**src/rtl/bus_command_sequencer.sv**
```systemverilog
// Operator command front end: latches op/address/data from switches and buttons,
// then arbitrates for the system bus and moves the command over a narrow serial lane.
module bus_command_sequencer #(
    parameter int SW_WIDTH   = 8,
    parameter int ADDR_WIDTH = 8,
    parameter int DATA_WIDTH = 8,
    parameter int SER_WIDTH  = 2,
    parameter int TIMEOUT    = 16
) (
    input  logic                  clk,
    input  logic                  reset,
    input  logic [SW_WIDTH-1:0]   switch1,
    input  logic                  button1,
    input  logic                  button2,
    input  logic                  button3,
    input  logic                  bus_grant,
    input  logic                  data_read_valid,
    input  logic [SER_WIDTH-1:0]  data_read,
    output logic                  bus_req,
    output logic                  bus_mode,
    output logic                  bus_valid,
    output logic [SER_WIDTH-1:0]  data_write,
    output logic [DATA_WIDTH-1:0] rd_data,
    output logic                  busy,
    output logic                  done,
    output logic                  err
);
    localparam int LW    = ADDR_WIDTH + DATA_WIDTH;
    localparam int NCH_R = ADDR_WIDTH / SW_WIDTH;
    localparam int NCH_W = LW / SW_WIDTH;
    localparam int NB_A  = ADDR_WIDTH / SER_WIDTH;
    localparam int NB_D  = DATA_WIDTH / SER_WIDTH;
    localparam int CW    = $clog2(NCH_W + 1);
    localparam int BW    = $clog2(LW / SER_WIDTH + 1);
    localparam int IW    = $clog2(TIMEOUT + 1);

    typedef enum logic [2:0] {
        S_IDLE, S_LOAD, S_ARM, S_REQ,
        S_ADDR, S_WDATA, S_RDATA, S_DONE
    } state_t;

    state_t                state_q;
    logic [2:0]            b1_q, b2_q, b3_q;
    logic                  op_q;
    logic [CW-1:0]         chunk_q;
    logic [BW-1:0]         beat_q;
    logic [IW-1:0]         idle_q;
    logic [LW-1:0]         ld_q, tx_q;
    logic [DATA_WIDTH-1:0] rx_q, rd_data_q;
    logic                  req_q, valid_q, done_q, err_q;
    logic [SER_WIDTH-1:0]  dw_q;

    logic                  e1_d, e2_d, e3_d, restart_d, abort_d;
    logic [CW-1:0]         chunk_d, need_d;
    logic [LW-1:0]         ld_d, tx_init_d;
    logic [DATA_WIDTH-1:0] rx_d;

    always_comb begin
        e1_d      = b1_q[1] & ~b1_q[2];
        e3_d      = b3_q[1] & ~b3_q[2] & ~e1_d;
        e2_d      = b2_q[1] & ~b2_q[2] & ~e1_d & ~e3_d;
        restart_d = e1_d && (state_q == S_IDLE || state_q == S_LOAD
                             || state_q == S_ARM);
        abort_d   = !bus_grant && (state_q == S_ADDR || state_q == S_WDATA
                                   || state_q == S_RDATA);
        chunk_d   = chunk_q + 1'b1;
        need_d    = op_q ? CW'(NCH_W) : CW'(NCH_R);
        ld_d      = (ld_q << SW_WIDTH) | LW'(switch1);
        // Reads load only the address, which then sits in the low bits.
        tx_init_d = op_q ? ld_q : (ld_q << DATA_WIDTH);
        rx_d      = (rx_q << SER_WIDTH) | DATA_WIDTH'(data_read);
    end

    always_ff @(posedge clk or negedge reset) begin
        if (!reset) begin
            state_q   <= S_IDLE;
            b1_q      <= '0;
            b2_q      <= '0;
            b3_q      <= '0;
            op_q      <= 1'b0;
            chunk_q   <= '0;
            beat_q    <= '0;
            idle_q    <= '0;
            ld_q      <= '0;
            tx_q      <= '0;
            rx_q      <= '0;
            rd_data_q <= '0;
            req_q     <= 1'b0;
            valid_q   <= 1'b0;
            done_q    <= 1'b0;
            err_q     <= 1'b0;
            dw_q      <= '0;
        end else begin
            b1_q   <= {b1_q[1:0], button1};
            b2_q   <= {b2_q[1:0], button2};
            b3_q   <= {b3_q[1:0], button3};
            done_q <= 1'b0;
            if (abort_d) begin
                err_q   <= 1'b1;
                req_q   <= 1'b0;
                valid_q <= 1'b0;
                dw_q    <= '0;
                state_q <= S_IDLE;
            end else if (restart_d) begin
                op_q    <= switch1[0];
                chunk_q <= '0;
                beat_q  <= '0;
                err_q   <= 1'b0;
                state_q <= S_LOAD;
            end else begin
                unique case (state_q)
                    S_LOAD: begin
                        if (e3_d) begin
                            err_q <= 1'b1;
                        end else if (e2_d) begin
                            ld_q    <= ld_d;
                            chunk_q <= chunk_d;
                            if (chunk_d == need_d) state_q <= S_ARM;
                        end
                    end
                    S_ARM: begin
                        if (e3_d) begin
                            req_q   <= 1'b1;
                            state_q <= S_REQ;
                        end
                    end
                    S_REQ: begin
                        if (bus_grant) begin
                            valid_q <= 1'b1;
                            dw_q    <= tx_init_d[LW-1 -: SER_WIDTH];
                            tx_q    <= tx_init_d << SER_WIDTH;
                            beat_q  <= '0;
                            state_q <= S_ADDR;
                        end
                    end
                    S_ADDR: begin
                        if (beat_q != BW'(NB_A - 1)) begin
                            dw_q   <= tx_q[LW-1 -: SER_WIDTH];
                            tx_q   <= tx_q << SER_WIDTH;
                            beat_q <= beat_q + 1'b1;
                        end else if (op_q) begin
                            dw_q    <= tx_q[LW-1 -: SER_WIDTH];
                            tx_q    <= tx_q << SER_WIDTH;
                            beat_q  <= '0;
                            state_q <= S_WDATA;
                        end else begin
                            valid_q <= 1'b0;
                            dw_q    <= '0;
                            beat_q  <= '0;
                            idle_q  <= '0;
                            state_q <= S_RDATA;
                        end
                    end
                    S_WDATA: begin
                        if (beat_q != BW'(NB_D - 1)) begin
                            dw_q   <= tx_q[LW-1 -: SER_WIDTH];
                            tx_q   <= tx_q << SER_WIDTH;
                            beat_q <= beat_q + 1'b1;
                        end else begin
                            valid_q <= 1'b0;
                            dw_q    <= '0;
                            req_q   <= 1'b0;
                            done_q  <= 1'b1;
                            state_q <= S_DONE;
                        end
                    end
                    S_RDATA: begin
                        if (data_read_valid) begin
                            rx_q   <= rx_d;
                            idle_q <= '0;
                            beat_q <= beat_q + 1'b1;
                            if (beat_q == BW'(NB_D - 1)) begin
                                rd_data_q <= rx_d;
                                req_q     <= 1'b0;
                                done_q    <= 1'b1;
                                state_q   <= S_DONE;
                            end
                        end else if (idle_q == IW'(TIMEOUT - 1)) begin
                            err_q   <= 1'b1;
                            req_q   <= 1'b0;
                            state_q <= S_IDLE;
                        end else begin
                            idle_q <= idle_q + 1'b1;
                        end
                    end
                    // IDLE waits for button1; DONE lasts one cycle.
                    default: state_q <= S_IDLE;
                endcase
            end
        end
    end

    assign bus_req    = req_q;
    assign bus_mode   = op_q;
    assign bus_valid  = valid_q;
    assign data_write = dw_q;
    assign rd_data    = rd_data_q;
    assign busy       = (state_q != S_IDLE);
    assign done       = done_q;
    assign err        = err_q;
endmodule
```
**config.mk**
```make
export PLATFORM = sky130hd
export DESIGN_NAME = bus_command_sequencer
export DESIGN_NICKNAME = d
export VERILOG_FILES = /design/src/rtl/bus_command_sequencer.sv
export SDC_FILE = /design/constraint.sdc
export NUM_CORES = 1
export LEC_CHECK = 0
export BUFFER_PORTS_ARGS = -buffer_cell sky130_fd_sc_hd__buf_2
export CAP_MARGIN = 20
export CORE_MARGIN = 5
export CORE_UTILIZATION = 25
export DETAILED_ROUTE_END_ITERATION = 7
export PLACE_DENSITY = 0.43
export SYNTH_ARGS = -nofsm -noshare
export SYNTH_HDL_FRONTEND = slang
export SYNTH_SLANG_ARGS = --single-unit
```
**constraint.sdc**
```tcl
create_clock -name clk -period 1.7 [get_ports clk]
set_input_delay 0 -clock clk [delete_from_list [all_inputs] [get_ports clk]]
set_output_delay 0 -clock clk [all_outputs]
set_load 0.01 [all_outputs]
```
---- Word level (Yosys, flattened, before mapping) ----
Cells that the tools add are included.
Widths: inputs -> output; s select.
cells by class
  add/subtract/negate cells ............... 3
  multiply operators ...................... 0
  divide/modulo/power cells ............... 0
  magnitude comparators ................... 0
  equality and inequality tests ........... 40
  shift operators ......................... 0
  multiplexer cells ....................... 68
  bitwise gates (word level) .............. 15
  reductions and logical operators ........ 30
operators by type and width
  kind                count
  $mux 16             5
  $pmux 16 s3         1
  $mux 3              12
  $ne 4x4->1 const B  8
  $mux 2              12
  $ne 3x3->1 const B  8
  $reduce_and 6->1    4
  $mux 1              21
  $mux 4              5
  $mux 5              4
  $pmux 3 s6          1
  $ne 4x3->1 const B  4
  $or 16x8->16        1
  $pmux 4 s4          1
  $reduce_and 5->1    3
  $reduce_and 4->1    3
  $reduce_bool 4->1   3
  $ne 5x4->1 const B  2
  $pmux 5 s2          1
  $eq 3x3->1 const B  3
  $reduce_and 9->1    1
  $or 8x2->8          1
  $not 1->1           7
  $and 1x1->1         6
  24 further kinds    39
storage, ports and cells
  flip-flop bits (word level) ............. 76
  latch bits .............................. 0
  memory bits (writable) .................. 0
  ROM bits ................................ 0
  word-level logic and storage cells ...... 173
  memories ................................ 0

---- Logic depth before layout (Yosys ltp) ----
Gate-level depths: netlist of the first run.
  depth in word-level cells ............... 11
  mapped depth ............................ 8
  gate-level depth less buffers ........... 8

---- Least setup slack after synthesis of the first run ----
No wires, ideal clock.
  path type ............................... register to register
  start ................................... reg idle_q[0]
  end ..................................... reg state_q[0]
  library setup time ...................... 0.128 ns
  data arrival time ....................... 1.643 ns
  path slack .............................. -0.071 ns
  stages on the path, launching flop included .. 9
  clock period less this slack ............ 1.771 ns
  path through ............................ dfrtp_1 > ha_1 > and3_1 > ha_1 > nor2_1 > nand2_1 > o21ai_1 > a211oi_2 > mux2_1
between the ends
  cells in the longest elaborated chain, start to end .. 3
ends and longest elaborated chain
  element                            RTL line  RTL
  from (decl)                        47        logic [IW-1:0] idle_q;
  from (signal assigned)             183       idle_q <= idle_q + 1'b1;
  $eq 5x4->1                         178       end else if (idle_q == IW'(TIMEOUT - 1)) begin
  $ne 5x4->1 (no source line)        --
  $reduce_and 9->1 (no source line)  --
  to (signal assigned)               176       state_q <= S_DONE;
  to (signal assigned)               181       state_q <= S_IDLE;
  to (signal assigned)               187       default: state_q <= S_IDLE;
  to (decl)                          42        state_t state_q;
Every way passes these cells.
A chain may end at the register's enable or synchronous reset.

---- Worst setup path in the final report of the first run ----
  start ................................... reg idle_q[1]
  end ..................................... reg state_q[0]
The elaborated chain is that of the path after synthesis.

==> results of run 1 <==
[cells in the mapped netlist (all sizes together) (4+ instances only)]
cell type / number / area (um^2)
a31oi: 4 / 25.0
and3: 7 / 43.8
dfrtp: 74 / 1850
xor2: 4 / 35.0
inv: 5 / 18.8
nor2b: 8 / 50.1
o21ai: 30 / 154
buf: 14 / 76.3
clkbuf: 4 / 15.0
mux2i: 9 / 90.1
nor2: 18 / 67.6
nand2b: 12 / 75.1
a21oi: 19 / 98.9
mux2: 37 / 417
nand2: 34 / 138
nand3: 6 / 30.0
nor3b: 4 / 45.1
[final cells by class]
class / count / share of cell area
well taps: 180 / 0.0459
flip-flops and latches: 74 / 0.377
clock buffers: 13 / 0.0530
inverters: 5 / 0.00382
clock inverters: 2 / 0.0122
multi-input cells: 229 / 0.359
repair buffers: 93 / 0.149
[worst min-delay path by stage]
stage / start / slack [ns] / end / cells past startpoint
final: data_read_valid / 0.03 / done / 3
after global placement: reset / -0.04 / rd_data[2] / 1
after global routing: data_read_valid / 0.04 / done / 3
after detailed placement: reset / -0.03 / rd_data[2] / 1
after floorplan: reset / -0.30 / b1_q[0] / 0
after CTS: data_read_valid / 0.006 / done / 3
[metal layers]
layer	wire (um)	global-route usage	vias up
li1	-	-	1330
met1	4180	0.149	1289
met2	3580	0.155	42
met3	253	0.0239	8
met4	121	0.0482	0
met5	0	0	-
[sequential cells by signal, summed over array words and instances (netlist names)]
name	cells
data_write	2
bus_req	1
b1_q	3
state_q	3
done	1
beat_q	4
b2_q	3
chunk_q	2
idle_q	5
b3_q	3
err	1
bus_mode	1
rx_q	6
rd_data	8
ld_q	16
tx_q	14
bus_valid	1
[metrics by stage]
step	setup WS, ns	hold WS (ns)	area [um^2]	total power [mW]
floorplan	-0.0431	-0.296	3600	4.03
global route	-0.184	0.0414	4910	7.55
global placement	-0.0794	-0.0392	4260	4.81
finish	-0.105	0.0259	4910	7.07
detailed placement	-0.154	-0.0340	4260	4.85
CTS	-0.132	0.00615	4830	7.02
[critical path, cell delays in order, from the launching register on]
cell	delay, ns
dfrtp_1	0.35
ha_2	0.19
and3_4	0.18
ha_4	0.16
nor2_4	0.04
nand2_2	0.08
o21ai_4	0.08
a211oi_4	0.28
mux2_4	0.33
[power by group through the flow]
| stage | Combinational (mW) | Clock, mW | Sequential, mW |
|---|---|---|---|
| 2_1_floorplan | 1.53 | 0 | 2.51 |
| 3_3_place_gp | 2.25 | 0 | 2.56 |
| 3_5_place_dp | 2.26 | 0 | 2.59 |
| 4_1_cts | 2.35 | 2.12 | 2.56 |
| 5_1_grt | 2.73 | 2.20 | 2.62 |
| 6_report | 2.46 | 2.06 | 2.55 |
[placed cells by master (no fill, tap or decap), drive strengths merged, types with 3 or more instances in the layout]
cell / count
nand3: 6
dfrtp: 74
buf: 79
and3: 7
mux2i: 9
inv: 5
xor2: 4
mux2: 37
nor3: 3
nor3b: 4
o21ai: 30
nand2: 34
clkbuf: 13
dlygate4sd3: 14
a211oi: 3
nor2: 18
a31oi: 4
a21oi: 19
nor2b: 8
ha: 3
nand2b: 12
[what timing repair did]
item | 4_1_cts | 5_1_grt
gates resized for setup | 15 | 18
setup endpoints to repair | 8 | 45
pin swaps | 9 | 7
setup buffers | 6 | 1
hold buffers | 14 | 0
hold endpoints to repair | 83 | 0
[logic make-up (layout without fill, tap and decap cells)]
family          count (synthesis)  in the layout  share of synthesized area
compound gates                 78             78                      0.141
xor+xnor                        4              4                    0.00984
fa+ha+maj                       3              3                     0.0105
buf+inv                        23            113                     0.0309
flops                          74             74                      0.520
mux                            46             46                      0.142
simple gates                   98             98                      0.145
==> summary.md, run 1 <==
| Metric | Value |
|---|---|
| Hpwl dp | 5630 um |
| Sw Ratio | 0.317 |
| Clock Tree Buf Depth | 2 |
| Final ANT Viol Nets | 0 |
| Mapped Nets | 346 |
| Dominant synthesized flop cell | dfrtp_1 |
| Critical Path Fanout Max | 3 |
| Clock slew at reported path FFs | 0.06 ns |
| Global Route Usage Sum | 0.106 |
| Non-Filler Instances | 596 |
| Period utilization | 1.06 |
| #FFs+latches synth | 74 |
| Pin count of the biggest net entering global routing | 46 |
| Post-synthesis sequential area ratio | 0.520 |
| Startpoint types | flip-flop |
| CTS Buf Count | 9 |
| Final count of hold timing violations | 0 |
| Setup-failing EPs final | 4 |
| Initial antenna violation count | 0 |
| # IOs | 33 |
| Die area | 16,700 um^2 |
| First-pass GRT wire length | 13,900 um |
| Placed cells | 560 |
| Ys Warns | 0 |
| WS Path Type | reg2reg |
| Power share of the clock group | 0.291 |
| Die H | 129 um |
| Share of cells above drive strength 1 | 0.392 |
| Clock Latency Late Sink | 0.34 ns |
| DR DRC count | 0 |
| Failing checks | negative setup slack |
| Pre-Repair DR Iteration Count | 4 |
| Vias in the first global route | 2,716 |
| Setup_tns | -0.292 ns |
| Sw power | 2.24 mW |
| Clock root cell | clkbuf_16 |
| Worst Setup EP | state_q[0] |
| Max cap viols | 0 |
| Fmax | 554 MHz |
| Post-Route Skew | 0.00694 ns |
| Power density over the cells | 1440 nW/um^2 |
| Worst slew margin | 0.694 |
| Post-synthesis cell count | 326 |
| DR iter-0 viols | 154 |
| Worst slew pin tran | 0.453 ns |
| Multi-input gate area | 1760 um^2 |
| Syn Area/Cell | 10.9 um^2 |
| CTS tree | built |
| Library cells used by synthesis | 53 |
| R2R Setup Slk | -0.10 ns |
| Nets@finish | 432 |
| Routability cong. | 0.821 |
| Async S/R FF share, synth | 1.00 |
| RR Startpoint | idle_q[1] |
| # H-tree levels | 3 |
| Initial Util | 0.256 |
| Clk sinks | 74 |
| Final Core Density | 0.352 |
| Number of synthesized flops with an enable pin | 0 |
| Avg WL per Cell | 13.7 um |
| Crit path from | idle_q[1] |
| Ant. Diodes | 0 |
| Post-route setup slack | -0.105 ns |
| Worst reg2reg path depth | 8 |
| Int Pwr | 4.83 mW |
| Slew Viols, Final | 0 |
| Min-delay worst type | in2reg |
| Layout Area Growth over Synthesis | 37.9% |
| Total number of vias | 2,669 |
| Total wire length | 8140 um |
| Core ar. | 13,900 um^2 |
| Peak VDD IR | 0.000530 V |
| Cell Rows | 43 |
| Die X | 129 um |
| Critical path required time | 1.92 ns |
| Synth Cell Area | 3560 um^2 |
| Worst EP arrival | 2.03 ns |
| Via density | 4.48 |
| Combinational Power Share | 0.348 |
| Status | finished, violations left |
| Reg power frac | 0.361 |
| CP Capture Type | flip-flop |
| Register Area | 1850 um^2 |
| Count of input and output buffers | 32 |
| RSZ-0062 raised after global routing | true |
| Minimum clock period | 1.80 ns |
| Layout fillers | 1,394 |
| Static Leakage | 2.24 nW |
| RR Endpoint | state_q[0] |
| Total congestion overflow | 0 |
Power figures use the tool's default switching activity.
==> run 2, diff against run 1 <==
Settings changed: SETUP_SLACK_MARGIN from default to 0.2.
==> summary.md, run 2 (same netlist as run 1, synthesis figures left out) <==
| Metric | Value |
|---|---|
| Total congestion overflow | 0 (unchanged) |
| Share of cells above drive strength 1 | 0.508 (+0.116) |
| Status | finished, violations left |
| Slew Viols, Final | 0 (unchanged) |
| First-pass GRT wire length | 14,500 um (+4.6%) |
| Max cap viols | 0 (unchanged) |
| Failing checks | negative setup slack |
| Total number of vias | 2,823 (+5.8%) |
| Nets@finish | 451 (+4.4%) |
| Clk sinks | 74 (unchanged) |
| Design Power | 7.55 mW (+6.9%) |
| Vias in the first global route | 2,879 (+6.0%) |
| Family with the most delay on the worst path | compound AO/OA/AOI/OAI gates |
| Clock Tree Buf Depth | 2 (unchanged) |
| CTS tree | built |
| Initial antenna violation count | 0 (unchanged) |
| Commonest non-fill, non-tap cell in the layout | dfrtp_1 |
| DR DRC count | 0 (unchanged) |
| Peak VDD IR | 0.000536 V (+1.2%) |
| Static Leakage | 2.43 nW (+8.5%) |
| Pre-Repair DR Iteration Count | 4 (unchanged) |
| CTS Buf Count | 9 (unchanged) |
| Total wire length | 8810 um (+8.3%) |
| Worst slew pin tran | 0.662 ns (+0.209 ns) |
| CP Capture Type | flip-flop |
| Design area | 5340 um^2 (+8.7%) |
| Placement Cell Area | 4250 um^2 (-0.26%) |
| Clock root cell | clkbuf_16 |
| Core ar. | 13,900 um^2 (unchanged) |
| RSZ-0062 raised after global routing | true |
| # IOs | 33 (unchanged) |
| Power density over the cells | 1420 nW/um^2 (-1.6%) |
| Worst-path cell chain | ha_2 > and3_4 > ha_4 > nor2_2 > nand2_2 > o21ai_4 > a211oi_4 > mux2_4 |
| Hpwl dp | 5590 um (-0.76%) |
| Final ANT Viol Nets | 0 (unchanged) |
| Period utilization | 1.07 (+0.00370) |
| Delay of the slowest critical-path stage | 0.35 ns (about the same) |
| Die area | 16,700 um^2 (unchanged) |
| DR iter-0 viols | 117 (-24%) |
| Minimum clock period | 1.81 ns (+0.00629 ns) |
| WS Path Type | reg2reg |
| Commonest cells after routing, fill and taps aside | 73 x dfrtp_1, 45 x buf_4, 30 x buf_2 |
| Reg with most FFs | ld_q |
| Ant. Diodes | 0 (unchanged) |
| Number of flip-flops in the largest register | 16 (unchanged) |
| Worst slew margin | 0.558 (-0.136) |
| Pin count of the biggest net entering global routing | 51 (+11%) |
| Startpoint types | flip-flop |
| Setup_tns | -0.791 ns (-0.499 ns) |
| Count of input and output buffers | 32 (unchanged) |
| CP bufs+invs | 0 (unchanged) |
| Global Route Usage Sum | 0.110 (+0.00375) |
| Final count of hold timing violations | 0 (unchanged) |
| Via density | 4.59 (+2.5%) |
| # H-tree levels | 3 (unchanged) |
| Critical-path top delay cell | dfrtp_1 |
| Setup slack at placement | -0.153 ns (+0.00106 ns) |
| Die H | 129 um (unchanged) |
| Clock Latency Late Sink | 0.33 ns (about the same) |
| Worst EP arrival | 2.02 ns (about the same) |
| Fmax | 552 MHz (-0.35%) |
| Post-route setup slack | -0.111 ns (-0.00629 ns) |
| Clock slew at reported path FFs | 0.06 ns (about the same) |
| Cell Rows | 43 (unchanged) |
| Routability cong. | 0.778 (-5.2%) |
| Avg WL per Cell | 14.3 um (+5.0%) |
| Min-delay worst type | in2reg |
| Post-Route Skew | 0.00676 ns (-0.000177 ns) |
| Die X | 129 um (unchanged) |
| Initial Util | 0.256 (unchanged) |
| Critical path required time | 1.91 ns (about the same) |
| Critical Path Fanout Max | 3 (unchanged) |
| Layout Area Growth over Synthesis | 49.9% |
| Setup-failing EPs final | 26 (+22) |
run 2: path summary, 6_finish.rpt:
path,from,endpoint,slack [ns],cells past startpoint
worst max-delay path,idle_q[0],state_q[2],-0.11,8
worst min-delay path,data_read_valid,done,0.04,3
worst max register to register,idle_q[0],state_q[2],-0.11,8
worst min register to register,b3_q[0],b3_q[1],0.35,0
max in group asynchronous,reset,tx_q[9],0.85,3
min in group asynchronous,reset,rd_data[2],0.27,2
run 2: cell type report:
| class | instances | area [um^2] |
|---|---|---|
| fill | 1345 | 8600 |
| tap | 180 | 225 |
| clock buffer | 10 | 239 |
| inverter | 5 | 18.8 |
| timing repair buffer | 112 | 970 |
| multi-input combinational | 229 | 1980 |
| clock inverter | 5 | 55.1 |
| sequential | 74 | 1850 |
run 2: report_power, final:
part	internal [mW]	total, mW	switching, mW
Sequential	2.23	2.59	0.363
Clock	1.16	1.90	0.738
Combinational	1.60	3.07	1.46
run 2: metal layers:
layer,up-vias,wire (um),GRT usage
met4,0,131,0.0451
met2,34,4290,0.177
met1,1401,4190,0.146
li1,1377,-,-
met5,-,0,0
met3,11,207,0.0190
run 2: metrics by stage:
step | utilization | std cells | hold WS, ns
6_report | 0.383 | 615 | 0.0369
5_1_grt | 0.383 | 615 | 0.0583
4_1_cts | 0.371 | 611 | 0.0162
3_5_place_dp | 0.305 | 560 | 0.0831
3_3_place_gp | 0.305 | 560 | 0.0817
2_1_floorplan | - | 326 | -0.296
run 2: repair_timing:
| item | in CTS | in global routing |
|---|---|---|
| gates resized for setup | 83 | 41 |
| hold buffers | 14 | 0 |
| hold endpoints to repair | 65 | 0 |
| buffers inserted | 19 | 4 |
| endpoints found under the setup margin | 62 | 66 |
| pin swaps | 37 | 23 |
| gates cloned | 3 | 0 |
run 2: worst min-delay path, delay by kind of cell:
| family | cells | cell delay (ns) |
|---|---|---|
| and+or+nand+nor | 1 | 0.09 |
| buffers and inverters | 1 | 0.17 |
| AOI/OAI and AO/OA | 1 | 0.07 |
